==> src/rtl/rotary_cells_pkg.sv <==
// Shared types and valve encodings for the rotary cell-culture sequencer.
package rotary_cells_pkg;

  typedef enum logic [2:0] {
    IDLE,
    S_SETTLE1,
    LOAD,
    S_SETTLE2,
    MIX,
    S_SETTLE3,
    FLUSH
  } state_t;

  localparam int unsigned TMR_W      = 16;
  localparam int unsigned PUMP_STEPS = 6;

  localparam logic [3:0] MUX_CLOSED = 4'b1111;

  // Packed tables: element [0] is the rightmost entry.
  localparam logic [1:0][3:0] SRC_CODE = {4'b1010, 4'b0101};
  localparam logic [3:0][3:0] DST_CODE = {4'b1010, 4'b1001, 4'b0110, 4'b0101};
  localparam logic [5:0][2:0] PUMP_SEQ = {3'b001, 3'b011, 3'b010,
                                          3'b110, 3'b100, 3'b101};

  // pump = {port4, port5, port6}; 1 = pressurised (closed)
  typedef struct packed {
    logic [3:0] in_mux;
    logic       inlet;
    logic [2:0] pump;
    logic       outlet;
    logic [3:0] out_mux;
  } valve_t;

  localparam valve_t VALVES_CLOSED = '1;

endpackage

==> src/rtl/rotary_pump_seq.sv <==
// Peristaltic step and rotation counter for the mixer ring.
module rotary_pump_seq
  import rotary_cells_pkg::*;
#(
  parameter int unsigned PHASE_CYC = 16
) (
  input  logic       clk,
  input  logic       rst,
  input  logic       en,
  input  logic [7:0] rot,
  output logic [2:0] pat,
  output logic       last
);

  logic [TMR_W-1:0] phase_cnt;
  logic [2:0]       step;
  logic [7:0]       rot_cnt;
  logic             phase_end;
  logic             step_end;

  assign phase_end = (phase_cnt == TMR_W'(PHASE_CYC - 1));
  assign step_end  = (step == 3'(PUMP_STEPS - 1));

  always_ff @(posedge clk) begin
    if (rst || !en) begin
      phase_cnt <= '0;
      step      <= '0;
      rot_cnt   <= '0;
    end else if (phase_end) begin
      phase_cnt <= '0;
      if (step_end) begin
        step    <= '0;
        rot_cnt <= rot_cnt + 8'd1;
      end else begin
        step    <= step + 3'd1;
      end
    end else begin
      phase_cnt <= phase_cnt + TMR_W'(1);
    end
  end

  // Rotation compare widened so a count of 255 never wraps.
  assign last = en && phase_end && step_end &&
                (({1'b0, rot_cnt} + 9'd1) == {1'b0, rot});

  // pat is the pattern for the coming cycle so the valve word can be registered.
  always_comb begin
    pat = PUMP_SEQ[0];
    if (en) begin
      if (phase_end)
        pat = step_end ? PUMP_SEQ[0] : PUMP_SEQ[step + 3'd1];
      else
        pat = PUMP_SEQ[step];
    end
  end

endmodule

==> src/rtl/rotary_cells_ctrl.sv <==
// Pneumatic sequencer for the rotary cell-culture chip: load, mix, flush.
// Optional abort input enabled by defining ROTARY_CELLS_CTRL_ABORT_EN.
module rotary_cells_ctrl
  import rotary_cells_pkg::*;
#(
  parameter int unsigned LOAD_CYC   = 64,
  parameter int unsigned SETTLE_CYC = 8,
  parameter int unsigned PHASE_CYC  = 16,
  parameter int unsigned FLUSH_CYC  = 64
) (
  input  logic       clk,
  input  logic       rst,
  input  logic       cmd_valid,
  output logic       cmd_ready,
  input  logic       cmd_src,
  input  logic [1:0] cmd_trap,
  input  logic [7:0] cmd_rot,
  output logic       busy,
  output logic       done,
  output logic       cb1_1,
  output logic       cb1_2,
  output logic       cb2_1,
  output logic       cb2_2,
  output logic       cb3_1,
  output logic       cb3_2,
  output logic       cb3_3,
  output logic       cb4_1,
  output logic       cb4_2,
  output logic       cb5_1,
  output logic       cb5_2,
  output logic       cb6_1,
  output logic       cb6_2
`ifdef ROTARY_CELLS_CTRL_ABORT_EN
  ,
  input  logic       abort
`endif
);

  state_t           state;
  state_t           next_state;
  logic [TMR_W-1:0] tmr;
  logic             tmr_end;
  logic             src_q;
  logic [1:0]       trap_q;
  logic [7:0]       rot_q;
  valve_t           valves;
  valve_t           valves_d;
  logic             accept;
  logic             abort_req;
  logic             pump_en;
  logic             pump_last;
  logic [2:0]       pump_pat;

  assign cmd_ready = (state == IDLE);
  assign busy      = !cmd_ready;
  assign accept    = cmd_valid && cmd_ready;
  assign pump_en   = (state == MIX);

`ifdef ROTARY_CELLS_CTRL_ABORT_EN
  assign abort_req = abort &&
                     (state inside {S_SETTLE1, LOAD, S_SETTLE2, MIX});
`else
  assign abort_req = 1'b0;
`endif

  rotary_pump_seq #(
    .PHASE_CYC(PHASE_CYC)
  ) u_pump (
    .clk  (clk),
    .rst  (rst),
    .en   (pump_en),
    .rot  (rot_q),
    .pat  (pump_pat),
    .last (pump_last)
  );

  always_comb begin
    tmr_end = 1'b0;
    unique case (state)
      S_SETTLE1, S_SETTLE2, S_SETTLE3: tmr_end = (tmr == TMR_W'(SETTLE_CYC - 1));
      LOAD:                            tmr_end = (tmr == TMR_W'(LOAD_CYC - 1));
      FLUSH:                           tmr_end = (tmr == TMR_W'(FLUSH_CYC - 1));
      default:                         tmr_end = 1'b0;
    endcase
  end

  always_ff @(posedge clk) begin
    if (rst) begin
      state  <= IDLE;
      tmr    <= '0;
      src_q  <= 1'b0;
      trap_q <= '0;
      rot_q  <= '0;
      valves <= VALVES_CLOSED;
      done   <= 1'b0;
    end else begin
      state  <= next_state;
      tmr    <= (next_state != state || state == IDLE) ? '0 : tmr + TMR_W'(1);
      valves <= valves_d;
      done   <= (state == FLUSH) && (next_state == IDLE);
      if (accept) begin
        src_q  <= cmd_src;
        trap_q <= cmd_trap;
        rot_q  <= cmd_rot;
      end
    end
  end

  always_comb begin
    next_state = state;
    unique case (state)
      IDLE:      if (accept)  next_state = S_SETTLE1;
      S_SETTLE1: if (tmr_end) next_state = LOAD;
      LOAD:      if (tmr_end) next_state = S_SETTLE2;
      S_SETTLE2: if (tmr_end) next_state = (rot_q == 8'd0) ? S_SETTLE3 : MIX;
      MIX:       if (pump_last) next_state = S_SETTLE3;
      S_SETTLE3: if (tmr_end) next_state = FLUSH;
      FLUSH:     if (tmr_end) next_state = IDLE;
      default:   next_state = IDLE;
    endcase
    if (abort_req)
      next_state = S_SETTLE3;
  end

  // Decoded from next_state so the registered valves line up with the state.
  always_comb begin
    valves_d = VALVES_CLOSED;
    unique case (next_state)
      LOAD: begin
        valves_d.in_mux = SRC_CODE[src_q];
        valves_d.inlet  = 1'b0;
      end
      MIX: begin
        valves_d.pump = pump_pat;
      end
      FLUSH: begin
        valves_d.outlet  = 1'b0;
        valves_d.out_mux = DST_CODE[trap_q];
      end
      default: valves_d = VALVES_CLOSED;
    endcase
  end

  assign {cb1_1, cb1_2, cb2_1, cb2_2} = valves.in_mux;
  assign cb3_1                        = valves.inlet;
  assign {cb4_1, cb4_2, cb3_2}        = valves.pump;
  assign cb3_3                        = valves.outlet;
  assign {cb6_2, cb5_1, cb5_2, cb6_1} = valves.out_mux;

endmodule

==> config.mk <==
export PLATFORM = sky130hd
export DESIGN_NAME = rotary_cells_ctrl
export DESIGN_NICKNAME = d
export VERILOG_FILES = /design/src/rtl/rotary_cells_pkg.sv /design/src/rtl/rotary_pump_seq.sv /design/src/rtl/rotary_cells_ctrl.sv
export SDC_FILE = /design/constraint.sdc
export NUM_CORES = 1
export LEC_CHECK = 0
export ABC_AREA = 1
export BUFFER_PORTS_ARGS = -buffer_cell sky130_fd_sc_hd__clkbuf_2
export CELL_PAD_IN_SITES_DETAIL_PLACEMENT = 1
export CELL_PAD_IN_SITES_GLOBAL_PLACEMENT = 1
export CORE_MARGIN = 5
export CORE_UTILIZATION = 47
export DETAILED_ROUTE_END_ITERATION = 10
export GPL_TIMING_DRIVEN = 0
export PLACE_DENSITY = 0.89
export RECOVER_POWER = 50
export SYNTH_ARGS = -nofsm -noshare
export SYNTH_HDL_FRONTEND = slang
export SYNTH_SLANG_ARGS = --single-unit
==> constraint.sdc <==
create_clock -name clk -period 3.15 [get_ports clk]
set_clock_uncertainty 0.1 [all_clocks]
set_input_delay 0.4725 -clock clk [delete_from_list [all_inputs] [get_ports clk]]
set_output_delay 0.4725 -clock clk [all_outputs]
set_load 0.01 [all_outputs]
# Word level (Yosys, flattened, before mapping)
# Memory sizes are Yosys's and may differ from the RTL's. A register that Yosys moved wholly into a read port is not among the register bits.
# Cells that the tools add are included.
# word_totals
regBits,71
romBits,48
inputBits,14
elab_cells,90
n_memories,2
# memory_table
memory,depth,word_bits,read_ports,rd_clocked_by_memory_dff,write_ports,line_no,text
(name not given),8,3,1,1,0,rotary_pump_seq.sv:53,pat = PUMP_SEQ[step];
(name not given),8,3,1,0,0,rotary_pump_seq.sv:51,pat = step_end ? PUMP_SEQ[0] : PUMP_SEQ[step + 3'd1];
# classes
addsub,5
order_cmp,4
n_eq_ne,15
n_mux,24
n_bitwise,4
n_reduce_logical,21
# ops
cell,n
3-bit 2-to-1 mux,14
16-bit by 1-bit adder with 16-bit output (second input constant),2
3-bit case mux with 7 select lines,1
3-bit equality test (second input constant),6
16-bit by 3-bit equality test with 1-bit output (second input constant),1
16-bit by 4-bit equality test with 1-bit output (second input constant),1
16-bit by 6-bit equality test with 1-bit output (second input constant),1
4-bit 2-to-1 mux,3
2-bit OR reduction,6
8-bit by 1-bit adder with 9-bit output (second input constant),1
3-bit by 2-bit equality test with 1-bit output (second input constant),3
9-bit by 8-bit equality test with 1-bit output,1
8-bit by 1-bit adder with 8-bit output (second input constant),1
4-bit binary-select mux with 2-bit select,1
8-bit zero test,1
3-bit by 4-bit less-than comparator with 1-bit output (second input constant),2
3-bit zero test,2
3-bit OR reduction,2
1-bit logical AND,5
5-bit 2-to-1 mux,1
1-bit NOT,4
3-bit by 1-bit adder with 3-bit output (second input constant),1
3-bit by 1-bit equality test with 1-bit output (second input constant),1
2-bit by 3-bit less-than comparator with 1-bit output (second input constant),1
8 further kinds,11

# Depth between registers and ports, before layout
# depth
word_depth,9
depth_mapped,15

# By module
# A second synthesis with hierarchy kept.
# unflattened
hier_cells,529
area_unflattened_um2,3706.1
# by_module_without_submodules
module,instances,cells_each,area_per_inst_um2
rotary_cells_ctrl,1,247,1870.5
rotary_pump_seq,1,282,1835.5

# Worst setup path before layout
# Ideal clock, no wire load.
# synth_path
path_type,reg2reg
from,reg u_pump.rot_cnt[0]
to,reg tmr[6]
setup_time_ns,0.120
arrival_time_ns,1.672
required_time_ns,2.930
path_slack_ns,1.258
stages_incl_launch_ff,14
path_buffers,1
cell_sequence,dfxtp_1 -> ha_1 -> nand2_1 -> o21ai_1 -> nand2_1 -> a21oi_1 -> nand2_1 -> nor2_2 -> nand3_2 -> nand2_2 -> nand2_2 -> nand2_4 -> buf_12 -> nor2_4
# synth_via
elab_chain_len,8
# synth_rtl
item,line_no,text
"start, declared",rotary_pump_seq.sv:17,logic [7:0] rot_cnt;
"start signal, assigned",rotary_pump_seq.sv:33,rot_cnt <= rot_cnt + 8'd1;
8-bit by 1-bit adder with 9-bit output,rotary_pump_seq.sv:44,"(({1'b0, rot_cnt} + 9'd1) == {1'b0, rot});"
9-bit by 8-bit equality test with 1-bit output,rotary_pump_seq.sv:44,
1-bit logical AND,rotary_pump_seq.sv:43,assign last = en && phase_end && step_end &&
3-bit 2-to-1 mux,rotary_cells_ctrl.sv:116,MIX: if (pump_last) next_state = S_SETTLE3;
3-bit case mux with 7 select lines,rotary_cells_ctrl.sv:111,unique case (state)
3-bit inequality test,rotary_cells_ctrl.sv:98,tmr <= (next_state != state || state == IDLE) ? '0 : tmr + TMR_W'(1);
1-bit logical OR,rotary_cells_ctrl.sv:98,
2-bit OR reduction (no source line),-,
"end signal, assigned",rotary_cells_ctrl.sv:98,
"end, declared",rotary_cells_ctrl.sv:41,logic [TMR_W-1:0] tmr;
# No other way between the ends.
# A chain may end at the register's enable or synchronous reset.

# Worst setup path after layout
# layout_path
from,reg state[1]
to,reg valves (netlist bit cb4_2)
# layout_via
elab_chain_len,9
elab_cells_between_ends,26
cone_classes,7 x eq/ne; 10 x mux; 1 x bitwise; 8 x reduce/logical
# layout_rtl
item,line_no,text
"start, declared",rotary_cells_ctrl.sv:39,state_t state;
"start signal, assigned",rotary_cells_ctrl.sv:97,state <= next_state;
branches (longest 9 deep; another with 3-bit case mux with 7 select lines),-,
"end signal, assigned",rotary_cells_ctrl.sv:99,valves <= valves_d;
"end, declared",rotary_cells_ctrl.sv:46,valve_t valves;
# Parallel ways; which one is timed is not known.

==> results by group <==
Status
  • Status: finished, final reports clean

Yosys
  • Synth Instances: 500
  • Mapped Nets: 519
  • Yosys warns: 0
  • Post-synthesis cell type count: 33
  • Number of synthesized flops with an enable pin: 0
  • Post-synthesis sequential area ratio: 0.397
  • Synth Flop Type: dfxtp_1
  • Async S/R FF share, synth: 0
  • Yosys reg bits: 72
  • Syn avg cell area: 7.26 um^2
  • Post-synth design cell area: 3630 um^2

STA
  • TNS Setup: 0 ps
  • RSZ-0062 raised after global routing: false
  • Number of setup violations in the final report: 0
  • Max Slew Vio Count: 0
  • Least-Margin Pin Slew: 565 ps
  • Fin crit period: 2480 ps
  • Fmax: 0.404 GHz
  • Rel. slew slack: 0.623
  • Fin. Hold Viols: 0
  • Final Cycle Share: 0.787

Finish
  • Layout cells sized above 1: 0.160
  • Ant. Diodes: 0
  • Most frequent cells in the layout: nand2_1, dfxtp_1, nor2_1
  • Fin cells: 646
  • Area growth, synth to finish: 11.6%
  • Nets: 559
  • Fillers: 1030
  • Most common cell after layout, fill and taps aside: nand2_1
  • Register Area: 1440 um^2
  • Multi-input gate area: 1780 um^2

Drt
  • Vias per cell: 5.11
  • DRT Wirelength: 8.90 mm
  • First-pass iteration count of the detailed router: 4
  • First DRT Iteration DRCs: 89
  • Routed Antenna Nets: 0
  • Via count: 3304
  • Detailed-route DRC error count: 0
  • Average wire per standard cell: 13.8 um

Floorplan
  • Initial core utilization: 0.477
  • Core area: 7610 um^2
  • Row count: 32
  • Ports: 30
  • Chip width: 97.9 um
  • Die Span Y: 97.9 um
  • Die area: 9580 um^2

Power and ir drop
  • Leakage: 1.60 nW
  • Total power: 0.00182 W
  • Peak supply drop: 0.000238 V
  • PwrDens: 448 nW/um^2

Critical path
  • CP max FO: 8
  • Worst reg-to-reg setup slack: 670 ps
  • Critical Path AT: 2580 ps
  • R2R depth: 12
  • CP startpoint kind: flip-flop
  • CP Capture Point: cb4_2
  • Worst EP required: 3260 ps
  • FF-to-FF Start: state[1]
  • Setup crit start: state[1]
  • Worst R2R End: cb4_2
  • CP Class: flip-flop to flip-flop
  • Worst Setup End Kind: flip-flop

Min path
  • Type of the worst min-delay path: input port to flip-flop

Place
  • I/O Buffers: 29
  • RePlAce Congestion: 0.898
  • DPL Wire Length: 6.69 mm
  • Placed cell count: 631

Clocking
  • Post-CTS resize count: 0
  • Num Clock Sinks: 72
  • Clock Tree Buf Depth: 2
  • CTS Buf Count: 9
  • H-tree levels: 3
  • CTS tree: done
  • Clock slew at reported path FFs: 80 ps
  • Cts hold-fix bufs: 0
  • Postcts setup bufs: 0
  • Clk_lat worst skew: 350 ps
  • Root Driver: clkbuf_8

Flow run
  • Max cap viols: 0

GRT
  • Initial antenna violation count: 0
  • Vias in the first global route: 3442
  • First-pass GRT wire length: 15.6 mm
  • Largest net degree at the start of global routing: 13
  • Total track usage: 0.197
  • Gr ovfl total: 0
==> cell usage after synthesis, drive strengths merged, types with 6 or more instances <==
library cell | instances | share of area
a21oi | 30 | 0.043
buf | 6 | 0.014
dfxtp | 72 | 0.40
inv | 82 | 0.085
nand2 | 104 | 0.12
nand3 | 30 | 0.047
nand4 | 12 | 0.021
nor2 | 78 | 0.11
nor3 | 11 | 0.021
o21ai | 28 | 0.039
xor2 | 18 | 0.043
==> through the flow <==
| step | util | hold slack (ps) | instance area (um^2) | worst slack, ps |
|---|---|---|---|---|
| finish | 0.533 | 280 | 4050 | 672 |
| global route | 0.533 | 280 | 4050 | 466 |
| floorplan | - | 265 | 3630 | 1260 |
| global placement | 0.513 | 269 | 3900 | 968 |
| detailed placement | 0.513 | 278 | 3900 | 936 |
| CTS | 0.541 | 269 | 4110 | 892 |
==> report_power, final <==
part | leakage [nW] | switching (W) | total [W] | internal, W
Sequential | 0.583 | 0.0000108 | 0.000935 | 0.000924
Clock | 0.106 | 0.000346 | 0.000789 | 0.000443
Combinational | 0.912 | 0.0000617 | 0.0000931 | 0.0000314
Total | 1.60 | 0.000418 | 0.00182 | 0.00140
==> sequential cells by signal, indices dropped and copies added, names as in the netlist, 2 cells and up, named ones only <==
name,flops
trap_q,2
tmr,16
u_pump.step,3
rot_q,8
u_pump.phase_cnt,16
state,3
u_pump.rot_cnt,8
==> kinds of logic after synthesis <==
kind of cell	Yosys count	share of synthesized area
flip-flops	72	0.397
adder cells (fa/ha/maj)	5	0.0172
AO/OA/AOI/OAI	67	0.102
XOR/XNOR	20	0.0482
AND/OR/NAND/NOR	244	0.333
buffers and inverters	92	0.103
==> worst min path at each step <==
stage                          start        to  cells after the start
after floorplan            trap_q[1]     cb5_1                      1
after global placement     trap_q[0]     cb6_1                      1
after detailed placement   trap_q[0]     cb6_1                      1
after CTS                 cmd_rot[2]  rot_q[2]                      3
after global routing      cmd_rot[2]  rot_q[2]                      3
final                     cmd_rot[2]  rot_q[2]                      3
==> layout make-up <==
type                       instances  share of cell area
buffer                             9              0.0145
clock buffer                      10              0.0315
clock inverter                     5              0.0204
inverter                          83              0.0769
multi-input combinational        336               0.438
sequential                        72               0.356
tap                              102              0.0315
timing repair buffer              29              0.0312
==> worst max-delay path: stages, from the launching register on <==
cell and delay [ps]:
dfxtp_1 320, clkbuf_1 300, nand2_1 170, inv_2 90
nand2_1 60, nand2_2 110, nand3_2 110, nand2_1 110
nand2_1 50, a21oi_1 350, nand3_1 130, nor2_1 290
nand3_1 140
==> per-layer routing <==
| layer | vias up | part of all wire | GRT usage |
|---|---|---|---|
| met3 | 16 | 0.032 | 0.0414 |
| met4 | 0 | 0.021 | 0.0703 |
| met2 | 46 | 0.51 | 0.353 |
| met1 | 1579 | 0.44 | 0.231 |
| li1 | 1663 | - | - |
| met5 | - | 0 | 0 |
(Power assumes the default switching activity.)
